File: config.mk
export PLATFORM = sky130hd
export DESIGN_NAME = ctu_clsp_syncp_ctl_flat
export DESIGN_NICKNAME = d
export VERILOG_FILES = /design/src/rtl/ctu_clsp_syncp_ctl_if.sv /design/src/rtl/ctu_clsp_syncp_ctl.sv /design/src/flat_wrapper.sv
export SDC_FILE = /design/constraint.sdc
export NUM_CORES = 1
export LEC_CHECK = 0
export CORE_AREA = 2 2 107 109
export CTS_CLUSTER_SIZE = 10
export DETAILED_ROUTE_END_ITERATION = 8
export DIE_AREA = 0 0 109 111
export PLACE_DENSITY = 0.48
export SYNTH_ARGS = -nofsm -noshare
export SYNTH_HDL_FRONTEND = slang
export SYNTH_SLANG_ARGS = --single-unit
File: constraint.sdc
create_clock -name cmp_clk -period 4.31 [get_ports cmp_clk]
set_clock_uncertainty 0.1 [all_clocks]
set_input_delay 1.293 -clock cmp_clk [delete_from_list [all_inputs] [get_ports cmp_clk]]
set_output_delay 1.293 -clock cmp_clk [all_outputs]
set_load 0.05 [all_outputs]
File: src/rtl/ctu_clsp_syncp_ctl_if.sv
// CSR-side programming/request bus and sync-pulse generator control outputs
// of the CMP-domain cluster sync-pulse sequencer.
interface ctu_clsp_syncp_ctl_if;
  logic       cfg_wr;
  logic [2:0] cfg_addr;
  logic [4:0] cfg_wdata;
  logic       sync_start;
  logic       sync_commit;
  logic       sync_stop;
  logic       coin_cnt_ld;
  logic       coin_cnt_en;
  logic [4:0] clsp_sync_tx0;
  logic [4:0] clsp_sync_tx1;
  logic [4:0] clsp_sync_tx2;
  logic [1:0] clsp_sync_rx0;
  logic [1:0] clsp_sync_rx1;
  logic [1:0] clsp_sync_rx2;
  logic [4:0] clsp_sync_init;
  logic [4:0] clsp_sync_period;
  logic       sync_busy;
  logic       sync_running;
  logic       cfg_err;

  modport master (
    output cfg_wr, cfg_addr, cfg_wdata, sync_start, sync_commit, sync_stop,
    input  coin_cnt_ld, coin_cnt_en, clsp_sync_tx0, clsp_sync_tx1, clsp_sync_tx2,
           clsp_sync_rx0, clsp_sync_rx1, clsp_sync_rx2, clsp_sync_init,
           clsp_sync_period, sync_busy, sync_running, cfg_err
  );

  modport slave (
    input  cfg_wr, cfg_addr, cfg_wdata, sync_start, sync_commit, sync_stop,
    output coin_cnt_ld, coin_cnt_en, clsp_sync_tx0, clsp_sync_tx1, clsp_sync_tx2,
           clsp_sync_rx0, clsp_sync_rx1, clsp_sync_rx2, clsp_sync_init,
           clsp_sync_period, sync_busy, sync_running, cfg_err
  );
endinterface

File: src/rtl/ctu_clsp_syncp_ctl.sv
// Cluster sync-pulse sequencer: staged/active config, mirrored period counter,
// boundary-aligned start/reprogram/stop. Optional CTU_CLSP_SYNCP_CHK_EN validates config.
module ctu_clsp_syncp_ctl #(
  parameter int DRAIN_CYC = 6
) (
  input logic              cmp_clk,
  input logic              cmp_rst,
  ctu_clsp_syncp_ctl_if.slave bus
);

  localparam int DW = $clog2(DRAIN_CYC + 1);

  typedef enum logic [1:0] {IDLE, LOAD, RUN, DRAIN} state_e;

  typedef struct packed {
    logic [4:0] tx0;
    logic [4:0] tx1;
    logic [4:0] tx2;
    logic [1:0] rx0;
    logic [1:0] rx1;
    logic [1:0] rx2;
    logic [4:0] init;
    logic [4:0] period;
  } cfg_t;

  state_e        state_q, state_d;
  cfg_t          stg_q, stg_d, act_q, act_d;
  logic [4:0]    mcnt_q, mcnt_d;
  logic [DW-1:0] dcnt_q, dcnt_d;
  logic          pend_commit_q, pend_commit_d, pend_stop_q, pend_stop_d;
  logic          ld_q, ld_d, en_q, en_d, busy_q, busy_d, run_q, run_d, err_q, err_d;
  logic          boundary, drain_done, stg_ok, reject;

  assign boundary   = (state_q == RUN) && (mcnt_q == 5'd0);
  assign drain_done = (dcnt_q == DW'(DRAIN_CYC - 1));

`ifdef CTU_CLSP_SYNCP_CHK_EN
  assign stg_ok = (stg_q.period != 5'd0) && (stg_q.init <= stg_q.period) &&
                  (stg_q.tx0 <= stg_q.period) && (stg_q.tx1 <= stg_q.period) &&
                  (stg_q.tx2 <= stg_q.period);
`else
  assign stg_ok = 1'b1;
`endif

  // NOTE: sequential state uses non-blocking assignments so every flop samples pre-edge values.
  always_ff @(posedge cmp_clk or posedge cmp_rst) begin
    if (cmp_rst) state_q <= IDLE;
    else         state_q <= state_d;
  end

  // NOTE: every combinational output gets a default first so no latch is inferred.
  always_comb begin
    state_d = state_q;
    reject  = 1'b0;
    case (state_q)
      IDLE: if (bus.sync_start) begin
        if (stg_ok) state_d = LOAD;
        else        reject  = 1'b1;
      end
      LOAD: state_d = RUN;
      RUN:  if (boundary && (pend_stop_q || pend_commit_q)) state_d = DRAIN;
      DRAIN: if (drain_done) begin
        if (pend_stop_q)  state_d = IDLE;
        else if (stg_ok)  state_d = LOAD;
        else begin
          state_d = RUN;
          reject  = 1'b1;
        end
      end
      default: state_d = IDLE;
    endcase
  end

  always_comb begin
    stg_d = stg_q;
    if (bus.cfg_wr) begin
      case (bus.cfg_addr)
        3'd0: stg_d.tx0    = bus.cfg_wdata;
        3'd1: stg_d.tx1    = bus.cfg_wdata;
        3'd2: stg_d.tx2    = bus.cfg_wdata;
        3'd3: stg_d.rx0    = bus.cfg_wdata[1:0];
        3'd4: stg_d.rx1    = bus.cfg_wdata[1:0];
        3'd5: stg_d.rx2    = bus.cfg_wdata[1:0];
        3'd6: stg_d.init   = bus.cfg_wdata;
        default: stg_d.period = bus.cfg_wdata;
      endcase
    end

    act_d = (state_d == LOAD) ? stg_q : act_q;

    // Loaded on entry to LOAD so the first boundary lands init cycles after ld.
    if (state_d == LOAD)      mcnt_d = stg_q.init;
    else if (mcnt_q != 5'd0)  mcnt_d = mcnt_q - 5'd1;
    else                      mcnt_d = act_q.period;

    dcnt_d = (state_q == DRAIN) ? dcnt_q + 1'b1 : '0;

    pend_commit_d = pend_commit_q;
    pend_stop_d   = pend_stop_q;
    if (state_q == DRAIN && state_d != DRAIN) begin
      pend_commit_d = 1'b0;
      pend_stop_d   = 1'b0;
    end else if (state_q == RUN) begin
      pend_stop_d   = pend_stop_q | bus.sync_stop;
      pend_commit_d = pend_commit_q | (bus.sync_commit & ~bus.sync_stop);
    end
  end

  // Outputs decode the next state so they can be registered with no input-to-output path.
  always_comb begin
    ld_d   = (state_d == LOAD);
    en_d   = (state_d == RUN);
    run_d  = (state_d == RUN);
    busy_d = pend_commit_d | pend_stop_d | (state_d == LOAD) | (state_d == DRAIN);
    err_d  = err_q | reject;
  end

  always_ff @(posedge cmp_clk or posedge cmp_rst) begin
    if (cmp_rst) begin
      stg_q         <= '0;
      act_q         <= '0;
      mcnt_q        <= '0;
      dcnt_q        <= '0;
      pend_commit_q <= 1'b0;
      pend_stop_q   <= 1'b0;
      ld_q          <= 1'b0;
      en_q          <= 1'b0;
      busy_q        <= 1'b0;
      run_q         <= 1'b0;
      err_q         <= 1'b0;
    end else begin
      stg_q         <= stg_d;
      act_q         <= act_d;
      mcnt_q        <= mcnt_d;
      dcnt_q        <= dcnt_d;
      pend_commit_q <= pend_commit_d;
      pend_stop_q   <= pend_stop_d;
      ld_q          <= ld_d;
      en_q          <= en_d;
      busy_q        <= busy_d;
      run_q         <= run_d;
      err_q         <= err_d;
    end
  end

  assign bus.coin_cnt_ld      = ld_q;
  assign bus.coin_cnt_en      = en_q;
  assign bus.clsp_sync_tx0    = act_q.tx0;
  assign bus.clsp_sync_tx1    = act_q.tx1;
  assign bus.clsp_sync_tx2    = act_q.tx2;
  assign bus.clsp_sync_rx0    = act_q.rx0;
  assign bus.clsp_sync_rx1    = act_q.rx1;
  assign bus.clsp_sync_rx2    = act_q.rx2;
  assign bus.clsp_sync_init   = act_q.init;
  assign bus.clsp_sync_period = act_q.period;
  assign bus.sync_busy        = busy_q;
  assign bus.sync_running     = run_q;
  assign bus.cfg_err          = err_q;

endmodule

File: src/flat_wrapper.sv
// flat-port wrapper written by rule: the top's interface ports become plain ports
module ctu_clsp_syncp_ctl_flat 
#(
  parameter int DRAIN_CYC = 6
)
  (cmp_clk, cmp_rst, bus_cfg_wr, bus_cfg_addr, bus_cfg_wdata, bus_sync_start, bus_sync_commit, bus_sync_stop, bus_coin_cnt_ld, bus_coin_cnt_en, bus_clsp_sync_tx0, bus_clsp_sync_tx1, bus_clsp_sync_tx2, bus_clsp_sync_rx0, bus_clsp_sync_rx1, bus_clsp_sync_rx2, bus_clsp_sync_init, bus_clsp_sync_period, bus_sync_busy, bus_sync_running, bus_cfg_err);
  ctu_clsp_syncp_ctl_if bus_i ();
  input logic cmp_clk;
  input logic cmp_rst;
  input wire logic [$bits(bus_i.cfg_wr)-1:0] bus_cfg_wr;
  input wire logic [$bits(bus_i.cfg_addr)-1:0] bus_cfg_addr;
  input wire logic [$bits(bus_i.cfg_wdata)-1:0] bus_cfg_wdata;
  input wire logic [$bits(bus_i.sync_start)-1:0] bus_sync_start;
  input wire logic [$bits(bus_i.sync_commit)-1:0] bus_sync_commit;
  input wire logic [$bits(bus_i.sync_stop)-1:0] bus_sync_stop;
  output wire logic [$bits(bus_i.coin_cnt_ld)-1:0] bus_coin_cnt_ld;
  output wire logic [$bits(bus_i.coin_cnt_en)-1:0] bus_coin_cnt_en;
  output wire logic [$bits(bus_i.clsp_sync_tx0)-1:0] bus_clsp_sync_tx0;
  output wire logic [$bits(bus_i.clsp_sync_tx1)-1:0] bus_clsp_sync_tx1;
  output wire logic [$bits(bus_i.clsp_sync_tx2)-1:0] bus_clsp_sync_tx2;
  output wire logic [$bits(bus_i.clsp_sync_rx0)-1:0] bus_clsp_sync_rx0;
  output wire logic [$bits(bus_i.clsp_sync_rx1)-1:0] bus_clsp_sync_rx1;
  output wire logic [$bits(bus_i.clsp_sync_rx2)-1:0] bus_clsp_sync_rx2;
  output wire logic [$bits(bus_i.clsp_sync_init)-1:0] bus_clsp_sync_init;
  output wire logic [$bits(bus_i.clsp_sync_period)-1:0] bus_clsp_sync_period;
  output wire logic [$bits(bus_i.sync_busy)-1:0] bus_sync_busy;
  output wire logic [$bits(bus_i.sync_running)-1:0] bus_sync_running;
  output wire logic [$bits(bus_i.cfg_err)-1:0] bus_cfg_err;
  assign bus_i.cfg_wr = bus_cfg_wr;
  assign bus_i.cfg_addr = bus_cfg_addr;
  assign bus_i.cfg_wdata = bus_cfg_wdata;
  assign bus_i.sync_start = bus_sync_start;
  assign bus_i.sync_commit = bus_sync_commit;
  assign bus_i.sync_stop = bus_sync_stop;
  assign bus_coin_cnt_ld = bus_i.coin_cnt_ld;
  assign bus_coin_cnt_en = bus_i.coin_cnt_en;
  assign bus_clsp_sync_tx0 = bus_i.clsp_sync_tx0;
  assign bus_clsp_sync_tx1 = bus_i.clsp_sync_tx1;
  assign bus_clsp_sync_tx2 = bus_i.clsp_sync_tx2;
  assign bus_clsp_sync_rx0 = bus_i.clsp_sync_rx0;
  assign bus_clsp_sync_rx1 = bus_i.clsp_sync_rx1;
  assign bus_clsp_sync_rx2 = bus_i.clsp_sync_rx2;
  assign bus_clsp_sync_init = bus_i.clsp_sync_init;
  assign bus_clsp_sync_period = bus_i.clsp_sync_period;
  assign bus_sync_busy = bus_i.sync_busy;
  assign bus_sync_running = bus_i.sync_running;
  assign bus_cfg_err = bus_i.cfg_err;
  ctu_clsp_syncp_ctl #(.DRAIN_CYC(DRAIN_CYC)) u_core (.cmp_clk(cmp_clk), .cmp_rst(cmp_rst), .bus(bus_i));
endmodule
After elaboration in Yosys (flattened, before gate mapping)
Cells that the tools add are included.
- logic and storage cells: 77
- register bits after elaboration: 77
- bits of input ports: 14
- output and inout bits: 36
- bitwise logic cells: 8
- equality and inequality tests: 14
- muxes and demuxes: 12
- add/sub/neg operators: 2
- reductions and logical operators: 17
- operators by type and width (cell ; number):
    2-bit AND reduction ; 8
    3-bit == test (second input constant) ; 4
    5-bit 2-to-1 mux ; 2
    2-bit == test (second input constant) ; 4
    2-bit one-hot mux with 4 select lines ; 1
    7-bit OR reduction ; 1
    3-bit by 2-bit == test with 1-bit output (second input constant) ; 2
    2-bit 2-to-1 mux ; 3
    5-bit zero test ; 1
    1-bit 2-to-1 mux ; 5
    1-bit OR ; 5
    5-bit nonzero test ; 1
    5-bit by 1-bit subtractor with 5-bit output (second input constant) ; 1
    2-bit by 1-bit == test with 1-bit output (second input constant) ; 2
    3-bit by 1-bit adder with 3-bit output (second input constant) ; 1
    3-bit by 1-bit == test with 1-bit output (second input constant) ; 1
    1-bit logical AND ; 3
    3-bit zero test ; 1
    3-bit 2-to-1 mux ; 1
    2-bit zero test ; 1
    2-bit inequality test (second input constant) ; 1
    1-bit inverter ; 2
    1-bit AND ; 1
    1-bit logical OR ; 1

Logic depth before layout (Yosys ltp)
Gate-level depths: netlist (run 1).
- depth after elaboration: 11
- mapped depth: 7
- depth with buffers taken out: 6

Worst setup path before layout (run 1)
Ideal clock, no wire load.
- kind: input to register
- from: input port bus_sync_start
- to: register u_core.act_q, in the netlist u_core.bus.clsp_sync_period[0]
- data arrival time: 2.278 ns
- required time: 4.085 ns
- cell stages on the path: 4
- setup slack: 1.807 ns
- cell sequence: or3b_4 o21ai_4 buf_12 mux2_4
- word-level cells in the longest chain between the ends: 3
- RTL lines (what ; line ; source):
    start: declaration ; flat_wrapper.sv:13 ; input wire logic [$bits(bus_i.sync_start)-1:0] bus_sync_start;
    2-bit 2-to-1 mux ; ctu_clsp_syncp_ctl.sv:56 ; IDLE: if (bus.sync_start) begin
    2-bit one-hot mux with 4 select lines ; ctu_clsp_syncp_ctl.sv:55 ; case (state_q)
    2-bit by 1-bit == test with 1-bit output ; ctu_clsp_syncp_ctl.sv:89 ; act_d = (state_d == LOAD) ? stg_q : act_q;
    end signal: assignment ; ctu_clsp_syncp_ctl.sv:133 ; act_q <= act_d;
    end: declaration ; ctu_clsp_syncp_ctl.sv:27 ; cfg_t stg_q, stg_d, act_q, act_d;
Every way passes these cells.
A chain may end at the register's enable or synchronous reset.

Worst setup path in the final report (run 1)
- from: input port bus_sync_start
- to: register u_core.act_q, in the netlist u_core.bus.clsp_sync_tx0[3]
The elaborated chain is that of the path after synthesis.

==> impl_metrics.csv, run 1 <==
group,metric,value,unit
timing,tns,0,ns
logic_synthesis,syn-cell-area,3230,um^2
global_route,grt_max_degree,50,
cts,cts-root-buf,"clkbuf_16",
critical_path,crit_path_start_kind,"input pin",
timing,worst_pin_slew,0.749,ns
logic_synthesis,synth_area_leader_cell,"dfrtp_1",
critical_path,r2r_start,"u_core.dcnt_q[1]",
placed_design,dp_cells,406,
worst_hold_path,hold_depth,1,
placed_design,portBuffers,48,
critical_path,crit_type,"in2reg",
worst_hold_path,min_path_type,"reg2reg",
route,ant_nets,0,
route,dr.pass1.iters,4,
logic_synthesis,syn_inst,219,
timing,fin_crit,3.02,ns
power,power_density,741,nW/um^2
power,pwr-share-comb,40.7,%
timing,finalMaxSlewViolations,0,
cts,clk_latency,0.32,ns
timing,rsz0062_at_grt,"false",
floorplanning,coreArea,11100,um^2
route,drt-total-wl,6190,um
power,p_sw,1180,uW
logic_synthesis,yosysMostFrequentCell,"dfrtp_1",
logic_synthesis,synth-seq-cells,77,
layout,nets,292,
logic_synthesis,synth_fp_nets,237,
cts,cts_sinks,77,
route,vias_per_cell,4.36,
worst_hold_path,whs_endpoint,"u_core.dcnt_q[0]",
cts,cts_buffers,9,
critical_path,endpoint_kind,"flip-flop",
power,pwr-share-seq,37.3,%
logic_synthesis,ys_seq_area_share,59.7,%
global_route,grt_overflow,0,
critical_path,crit_fanout,20,
floorplanning,row_count,39,
critical_path,worstReg2RegEnd,"u_core.bus.clsp_sync_tx0[3]",
power,p_leak,0.00176,uW
floorplanning,io_pins,50,
route,drt_iter0_drc,38,
logic_synthesis,ys_top_cells_by_area,"dfrtp_1 60%, mux2_2 12%, mux2_4 9.3%",
power,p_int,1860,uW
logic_synthesis,ys_warn_count,0,
cts,cts_tree,"built",
critical_path,cp.arrival,3.12,ns
global_route,grt_usage,11.6,%
cts,clkTransAtPathRegs,0.06,ns
global_route,grt_pass1_vias,2045,
floorplanning,start_util,29.2,%
logic_synthesis,ys_types,37,
power,vdd_ir_drop_max,0.317,mV
cts,ctsHoldBuffers,0,
floorplanning,die_w,109,um
timing,finalSetupViolCount,0,
worst_hold_path,holdCritStartpoint,"u_core.dcnt_q[0]",
placed_design,dp_hpwl,4190,um
layout,syn2layout_area_growth,27.2,%
critical_path,critPathRequiredTime,4.41,ns
timing,max_freq,331,MHz
power,clockPowerShare,22.0,%
logic_synthesis,synth.top_cell.area_share,59.7,%
layout,antenna_cells,0,
logic_synthesis,synthArstFlopShare,100,%
route,dr_total_vias,1840,
layout,drive_gt1_share,28.7,%
logic_synthesis,synth_ff_type,"dfrtp_1",
logic_synthesis,netlist_top_cells_count,"77 x dfrtp_1, 33 x mux2_2, 20 x mux2_4, 12 x o21ai_0, 11 x inv_1",
critical_path,rrSetupSlack,1.99,ns
power,switching_share,38.8,%
cts,post_cts_buffers,0,
logic_synthesis,synth_edf_count,0,
global_route,grt_pass1_wl,10700,um
timing,period_share,70.0,%
floorplanning,die_area,12100,um^2
global_route,antenna_found_initial,0,
status,status,"complete, no violations",
logic_synthesis,syn_area_per_cell,14.7,um^2
layout,layoutNonFillerInstCount,422,
cts,htreeDepth,3,
timing,slew_headroom,49.9,%
cts,post_cts_resized,0,
route,route.detailed.drc,0,
timing,hold_violations,0,
flow_run,cap_violations,0,
placed_design,finalWeightedCongestion,0.708,
floorplanning,die_y,111,um
route,wl_per_cell,14.7,um
critical_path,rr_worst_depth,6,
cts,cts.path.max_buffers,2,
cells in the final DEF, fill, tap and decap left out, types with 2 or more instances in the layout:
cell	netlist	layout
a21oi_1	4	4
ha_1	4	4
clkbuf_16	0	9
dfrtp_1	77	77
xnor2_1	2	2
mux2i_1	2	2
mux2_4	20	20
buf_4	2	2
mux2_2	33	33
clkdlybuf4s50_1	0	48
clkinv_2	0	3
nor3_1	3	3
nor2_1	6	6
nand3_1	2	2
inv_1	11	10
nand2_1	10	10
o21ai_0	12	12
nand4_1	2	2
nor3b_2	2	2
clkinv_4	0	2
nand4b_1	3	3
mux2_1	4	4
state kept, by name, indices dropped and copies added, names as in the netlist, 2 cells and up:
signal / count
u_core.bus.clsp_sync_tx1: 5
u_core.bus.clsp_sync_rx0: 2
u_core.bus.clsp_sync_period: 5
u_core.state_q: 2
u_core.bus.clsp_sync_rx1: 2
u_core.stg_q: 31
u_core.dcnt_q: 3
u_core.mcnt_q: 5
u_core.bus.clsp_sync_tx0: 5
u_core.bus.clsp_sync_rx2: 2
u_core.bus.clsp_sync_tx2: 5
u_core.bus.clsp_sync_init: 5
worst max-delay path, stage by stage:
cell             delay, ns
clkdlybuf4s50_1       0.45
or3b_4                0.40
o21ai_4               0.29
buf_4                 0.35
mux2_1                0.33
routing by layer:
metal,GRT usage (%),wire [um],vias to the layer above
met5,0,0,-
met4,4.10,30,0
met3,3.12,282,2
met2,15.9,2680,46
met1,17.4,3210,910
li1,-,-,882
cells by family after synthesis:
| kind of cell | Yosys count | synth area share (%) |
|---|---|---|
| DFF | 77 | 59.7 |
| muxes | 59 | 22.8 |
| and+or+nand+nor | 34 | 6.59 |
| AOI/OAI and AO/OA | 23 | 4.50 |
| buffers and inverters | 18 | 3.95 |
| adders and majority gates | 4 | 1.55 |
| xor gates and xnor gates | 3 | 0.814 |
| other | 1 | 0.116 |
how the worst max path moves through the flow:
stage	startpoint	to	slack, ns	depth (start not counted)
2_1_floorplan	cmp_rst	u_core.bus.clsp_sync_init[0]	0.95	1
3_3_place_gp	bus_sync_start	u_core.bus.clsp_sync_tx1[2]	0.95	5
3_5_place_dp	bus_sync_start	u_core.bus.clsp_sync_tx0[3]	0.92	5
4_1_cts	bus_sync_start	u_core.bus.clsp_sync_tx0[3]	1.27	5
5_1_grt	bus_sync_start	u_core.bus.clsp_sync_tx1[2]	1.21	5
6_report	bus_sync_start	u_core.bus.clsp_sync_tx0[3]	1.29	5
power groups by stage:
stage	combinational (uW)	sequential, uW	clock [uW]
after floorplan	410	1590	0
after global placement	1240	1150	0
after detailed placement	1250	1150	0
after CTS	1250	1140	693
after global routing	1320	1170	728
final	1240	1130	671
per-stage QoR:
step / area [um^2] / utilization (%) / hold WS [ns] / setup WS [ns] / total power, uW
after global placement: 3840 / 34.6 / 0.350 / 0.952 / 2390
after floorplan: 3230 / - / 0.337 / 0.950 / 2000
after global routing: 4110 / 37.1 / 0.419 / 1.21 / 3220
final: 4110 / 37.1 / 0.368 / 1.29 / 3040
after CTS: 4110 / 37.1 / 0.374 / 1.27 / 3090
after detailed placement: 3840 / 34.6 / 0.366 / 0.919 / 2390
area by class of cell:
class | count | area (um^2)
clock buffers | 10 | 229
clock inverters | 6 | 40.0
fillers | 1090 | 6970
inverters | 11 | 41.3
multi-input cells | 124 | 1170
flip-flops and latches | 77 | 1930
well taps | 143 | 179
repair buffers | 51 | 515
Note: power is estimated with default switching activity, not from simulation.
==> run 2: changes to the inputs <==
==> constraint.sdc (replaced) <==
create_clock -name cmp_clk -period 2.9 [get_ports cmp_clk]
set_clock_uncertainty 0.1 [all_clocks]
set_input_delay 0.87 -clock cmp_clk [delete_from_list [all_inputs] [get_ports cmp_clk]]
set_output_delay 0.87 -clock cmp_clk [all_outputs]
set_load 0.05 [all_outputs]
==> run 2 against run 1 <==
Effect of this change: first-iteration DRC count rose by 50%; critical path depth decreased by 4; via count up 1.7%; combinational power rose by 49%; routed wire length rose by 1.8%; hold slack better by 0.00072 ns; die area unchanged; global-route usage shrank 0.14 points; cell count rose by 1.7%; critical path type is now reg2out; power up 55%; largest power group unchanged; sequential cell count is the same; setup slack lost 0.92 ns.
==> impl_metrics.csv, run 2 (synthesis gave the netlist of run 1 again) <==
group,metric,value,unit
status,status,"complete, no violations",
layout,layout_commonest_cell,"dfrtp_1",
route,drt_iter0_drc,57,
layout,syn2layout_area_growth,31.2,%
cts,ctsHoldBuffers,0,
critical_path,cp.arrival,1.56,ns
layout,final_cell_mix,"77 x dfrtp_1, 48 x clkdlybuf4s50_1, 33 x mux2_2",
layout,nets,299,
power,vdd_ir_drop_max,0.499,mV
placed_design,placed_area,3920,um^2
critical_path,endpoint_kind,"primary output",
route,drt-total-wl,6300,um
timing,worst_pin_slew,0.513,ns
critical_path,r2r_start,"u_core.dcnt_q[1]",
floorplanning,row_count,39,
layout,antenna_cells,0,
timing,slew_headroom,65.6,%
cts,clk_latency,0.33,ns
critical_path,crit_end,"bus_clsp_sync_period[0]",
timing,worst_slack,0.373,ns
critical_path,critPathRequiredTime,1.93,ns
route,ant_nets,0,
critical_path,cp_slowest_cell,"clkdlybuf4s50_1",
route,route.detailed.drc,0,
critical_path,crit_type,"reg2out",
critical_path,crit_fanout,3,
timing,period_share,87.1,%
global_route,grt_usage,11.5,%
cts,clkTransAtPathRegs,0.06,ns
layout,drive_gt1_share,30.1,%
placed_design,dp_hpwl,4380,um
floorplanning,io_pins,50,
timing,fin_crit,2.53,ns
placed_design,finalWeightedCongestion,0.681,
global_route,antenna_found_initial,0,
critical_path,critPathMaxStageDelay,0.83,ns
placed_design,dp_slack,0.153,ns
timing,max_freq,396,MHz
timing,tns,0,ns
cts,cts-root-buf,"clkbuf_16",
route,dr.pass1.iters,4,
global_route,grt_max_degree,52,
timing,hold_violations,0,
timing,finalMaxSlewViolations,0,
global_route,grt_pass1_vias,1967,
worst_hold_path,min_path_type,"reg2reg",
layout,register_area,1930,um^2
critical_path,path_buf_inv,1,
critical_path,rrSetupSlack,0.89,ns
floorplanning,coreArea,11100,um^2
route,wl_per_cell,14.7,um
critical_path,rr_worst_depth,6,
floorplanning,start_util,29.2,%
layout,utilization,38.2,%
floorplanning,die_y,111,um
route,dr_total_vias,1871,
layout,design_area,4240,um^2
worst_hold_path,hold_depth,1,
timing,finalSetupViolCount,0,
critical_path,cp-startpoint,"u_core.bus.clsp_sync_period[0]",
cts,htreeDepth,3,
critical_path,cp_cell_sequence,"clkdlybuf4s50_1",
cts,cts_buffers,9,
timing,rsz0062_at_grt,"false",
layout,largest_register_ffs,31,
cts,post_cts_buffers,0,
critical_path,critPathTopFamily,"buffers and inverters",
flow_run,cap_violations,0,
global_route,grt_pass1_wl,10500,um
critical_path,worstReg2RegEnd,"u_core.bus.clsp_sync_tx0[2]",
floorplanning,die_area,12100,um^2
cts,cts.path.max_buffers,2,
global_route,grt_overflow,0,
power,power_density,1120,nW/um^2
critical_path,crit_path_start_kind,"flip-flop",
floorplanning,die_w,109,um
cts,post_cts_resized,0,
critical_path,path_depth,1,
cts,cts_sinks,77,
placed_design,portBuffers,48,
route,vias_per_cell,4.36,
layout,fill_cells,1082,
power,power.total,4720,uW
power,p_leak,0.00182,uW
layout,multiInputGateArea,1170,um^2
layout,max_flop_register,"u_core.stg_q",
cts,cts_tree,"built",
## run 2: cell count changes in the layout (fill, tap and decap cells not counted), sizes merged
cell,previous run,this run
clkinvlp,1,2
bufinv,0,2
buf,3,10
clkinv,5,2
inv,11,10
clkbuf,10,11
## run 2: layout make-up
cell class                      count  area share, %
Multi-Input combinational cell    124           27.7
Clock inverter                      5           2.01
Clock buffer                       11           5.49
Tap cell                          143           4.22
Timing Repair Buffer               58           14.0
Sequential cell                    77           45.5
Inverter                           11           1.06
## run 2: worst min path at each step
| stage | from | endpoint | slack, ns |
|---|---|---|---|
| after floorplan | u_core.dcnt_q[0] | u_core.dcnt_q[0] | 0.34 |
| final | u_core.dcnt_q[0] | u_core.dcnt_q[0] | 0.37 |
| after detailed placement | u_core.dcnt_q[0] | u_core.dcnt_q[0] | 0.36 |
| after CTS | u_core.dcnt_q[0] | u_core.dcnt_q[0] | 0.37 |
| after global routing | u_core.dcnt_q[0] | u_core.dcnt_q[0] | 0.40 |
| after global placement | u_core.dcnt_q[0] | u_core.dcnt_q[0] | 0.35 |
## run 2: worst reg2reg max path: cells and delay by family (launching register included)
kind                     cells  cell delay [ns]
adder cells (fa/ha/maj)      1             0.17
AO/OA/AOI/OAI                1             0.47
multiplexers                 1             0.33
buffers and inverters        2             0.28
flip-flops                   1             0.38
AND/OR/NAND/NOR              1             0.17
## run 2: metrics by stage
stage | hold WS, ns | instances
2_1_floorplan | 0.337 | 219
3_3_place_gp | 0.353 | 413
3_5_place_dp | 0.365 | 413
4_1_cts | 0.373 | 429
5_1_grt | 0.395 | 429
6_report | 0.369 | 429
## run 2: where the power goes
part	total, uW	switching (uW)	internal, uW
registers	1690	257	1440
clock network	1190	428	757
logic	1850	1090	760
total	4720	1770	2950
## run 2: metal layers
layer,up-vias,share of wire [%],GRT usage [%]
met5,-,0,0
met4,0,1.6,4.10
met3,8,5.6,3.59
met2,46,42,15.6
met1,933,51,17.1
li1,884,-,-
==> run 3: changes to the inputs <==
--- a/config.mk
+++ b/config.mk
@@ -10,6 +10,8 @@
 export DETAILED_ROUTE_END_ITERATION = 8
 export DIE_AREA = 0 0 109 111
 export PLACE_DENSITY = 0.48
+export REMOVE_ABC_BUFFERS = 1
 export SYNTH_ARGS = -nofsm -noshare
 export SYNTH_HDL_FRONTEND = slang
 export SYNTH_SLANG_ARGS = --single-unit
+export TNS_END_PERCENT = 50
==> run 3 against run 2 <==
Effect of this change: setup slack better by 0.00062 ns; combinational power about the same; sequential power about the same; hold slack better by 0.0047 ns; critical endpoint is now bus_clsp_sync_period[2]; largest cell class unchanged; highest routed layer unchanged.
==> impl_metrics.csv, run 3 (synthesis gave the netlist of run 1 again) <==
group,metric,value,unit
status,status,"complete, no violations",
layout,layout_commonest_cell,"dfrtp_1",
worst_hold_path,whs_endpoint,"u_core.dcnt_q[0]",
power,vdd_ir_drop_max,0.348,mV
route,vias_per_cell,4.35,
route,route.detailed.drc,0,
layout,max_flop_register,"u_core.stg_q",
cts,cts-root-buf,"clkbuf_16",
power,power_density,1090,nW/um^2
floorplanning,die_w,109,um
route,drt_iter0_drc,75,
layout,nets,297,
critical_path,rr_worst_depth,6,
critical_path,rrSetupSlack,0.87,ns
cts,cts_tree,"built",
worst_hold_path,min_path_type,"reg2reg",
global_route,grt_pass1_vias,1948,
cts,htreeDepth,3,
floorplanning,row_count,39,
floorplanning,die_area,12100,um^2
timing,slew_headroom,64.1,%
power,clockPowerShare,22.9,%
critical_path,path_buf_inv,1,
layout,multiInputGateArea,1170,um^2
cts,post_cts_resized,0,
layout,drive_gt1_share,29.3,%
route,dr_total_vias,1855,
timing,finalSetupViolCount,0,
critical_path,crit_path_start_kind,"flip-flop",
power,p_leak,0.00181,uW
route,dr.pass1.iters,4,
route,drt-total-wl,6260,um
cts,clk_latency,0.33,ns
layout,syn2layout_area_growth,29.8,%
worst_hold_path,holdCritStartpoint,"u_core.dcnt_q[0]",
timing,fin_hold_ws,0.373,ns
timing,fin_crit,2.53,ns
power,switching_share,38.1,%
layout,register_area,1930,um^2
floorplanning,coreArea,11100,um^2
timing,worst_pin_slew,0.536,ns
layout,final_cell_mix,"77 x dfrtp_1, 48 x clkdlybuf4s50_1, 33 x mux2_2",
placed_design,portBuffers,48,
layout,largest_register_ffs,31,
global_route,grt_overflow,0,
global_route,grt_usage,11.5,%
power,pwr-share-seq,36.9,%
cts,cts_buffers,9,
critical_path,crit_type,"reg2out",
critical_path,cp_cell_sequence,"clkdlybuf4s50_1",
critical_path,crit_fanout,3,
flow_run,cap_violations,0,
cts,post_cts_buffers,0,
timing,hold_violations,0,
critical_path,r2r_start,"u_core.dcnt_q[1]",
placed_design,dp_hpwl,4340,um
floorplanning,io_pins,50,
global_route,grt_max_degree,29,
placed_design,finalWeightedCongestion,0.750,
global_route,grt_pass1_wl,10500,um
cts,clkTransAtPathRegs,0.06,ns
floorplanning,die_y,111,um
critical_path,endpoint_kind,"primary output",
critical_path,worstReg2RegEnd,"u_core.bus.clsp_sync_tx0[2]",
route,wl_per_cell,14.7,um
power,p_int,2840,uW
global_route,antenna_found_initial,0,
power,pwr-share-comb,40.2,%
critical_path,critPathTopFamily,"buffers and inverters",
critical_path,critPathMaxStageDelay,0.83,ns
critical_path,critPathRequiredTime,1.93,ns
floorplanning,start_util,29.2,%
timing,finalMaxSlewViolations,0,
cts,cts_sinks,77,
critical_path,cp.arrival,1.56,ns
power,power.total,4590,uW
critical_path,cp_slowest_cell,"clkdlybuf4s50_1",
layout,fill_cells,1039,
worst_hold_path,hold_depth,1,
power,p_sw,1750,uW
timing,period_share,87.1,%
timing,max_freq,396,MHz
route,ant_nets,0,
cts,cts.path.max_buffers,2,
cts,ctsHoldBuffers,0,
timing,rsz0062_at_grt,"false",
layout,antenna_cells,0,
run 3: per-stage QoR:
stage	utilization [%]	setup WS, ns	instance area, um^2	instances	TNS (ns)
2_1_floorplan	-	-0.0367	3140	212	-2.82
3_3_place_gp	35.3	0.158	3910	411	0
3_5_place_dp	35.3	0.145	3910	411	0
4_1_cts	37.8	0.356	4190	426	0
5_1_grt	37.8	0.327	4190	426	0
6_report	37.8	0.374	4190	426	0
run 3: cell type report:
type,count,area share [%]
clock buffer,14,6.54
clock inverter,1,0.119
inverter,11,0.985
multi-input combinational,124,28.0
sequential,77,46.0
tap,143,4.27
timing repair buffer,56,14.1
run 3: routing by layer:
metal	GRT usage [%]	share of wire, %	up-vias
met5	0	0	-
met4	5.90	2.1	0
met3	3.17	3.5	9
met2	17.1	48	31
met1	15.1	47	930
li1	-	-	885
run 3: worst max path at each step:
stage,start,end,slack (ns),cells after the start
after global placement,bus_sync_start,u_core.bus.clsp_sync_tx0[2],0.16,5
after CTS,u_core.bus.clsp_sync_period[2],bus_clsp_sync_period[2],0.36,1
after floorplan,cmp_rst,u_core.bus.clsp_sync_init[0],-0.04,1
final,u_core.bus.clsp_sync_period[2],bus_clsp_sync_period[2],0.37,1
after detailed placement,bus_sync_start,u_core.bus.clsp_sync_tx0[2],0.15,5
after global routing,u_core.bus.clsp_sync_period[2],bus_clsp_sync_period[2],0.33,1
run 3: power groups by stage:
| stage | registers (uW) | logic [uW] | clock network [uW] |
|---|---|---|---|
| 3_5_place_dp | 1710 | 1860 | 0 |
| 3_3_place_gp | 1720 | 1840 | 0 |
| 2_1_floorplan | 2390 | 563 | 0 |
| 5_1_grt | 1740 | 1950 | 1140 |
| 6_report | 1690 | 1840 | 1050 |
| 4_1_cts | 1700 | 1860 | 1080 |
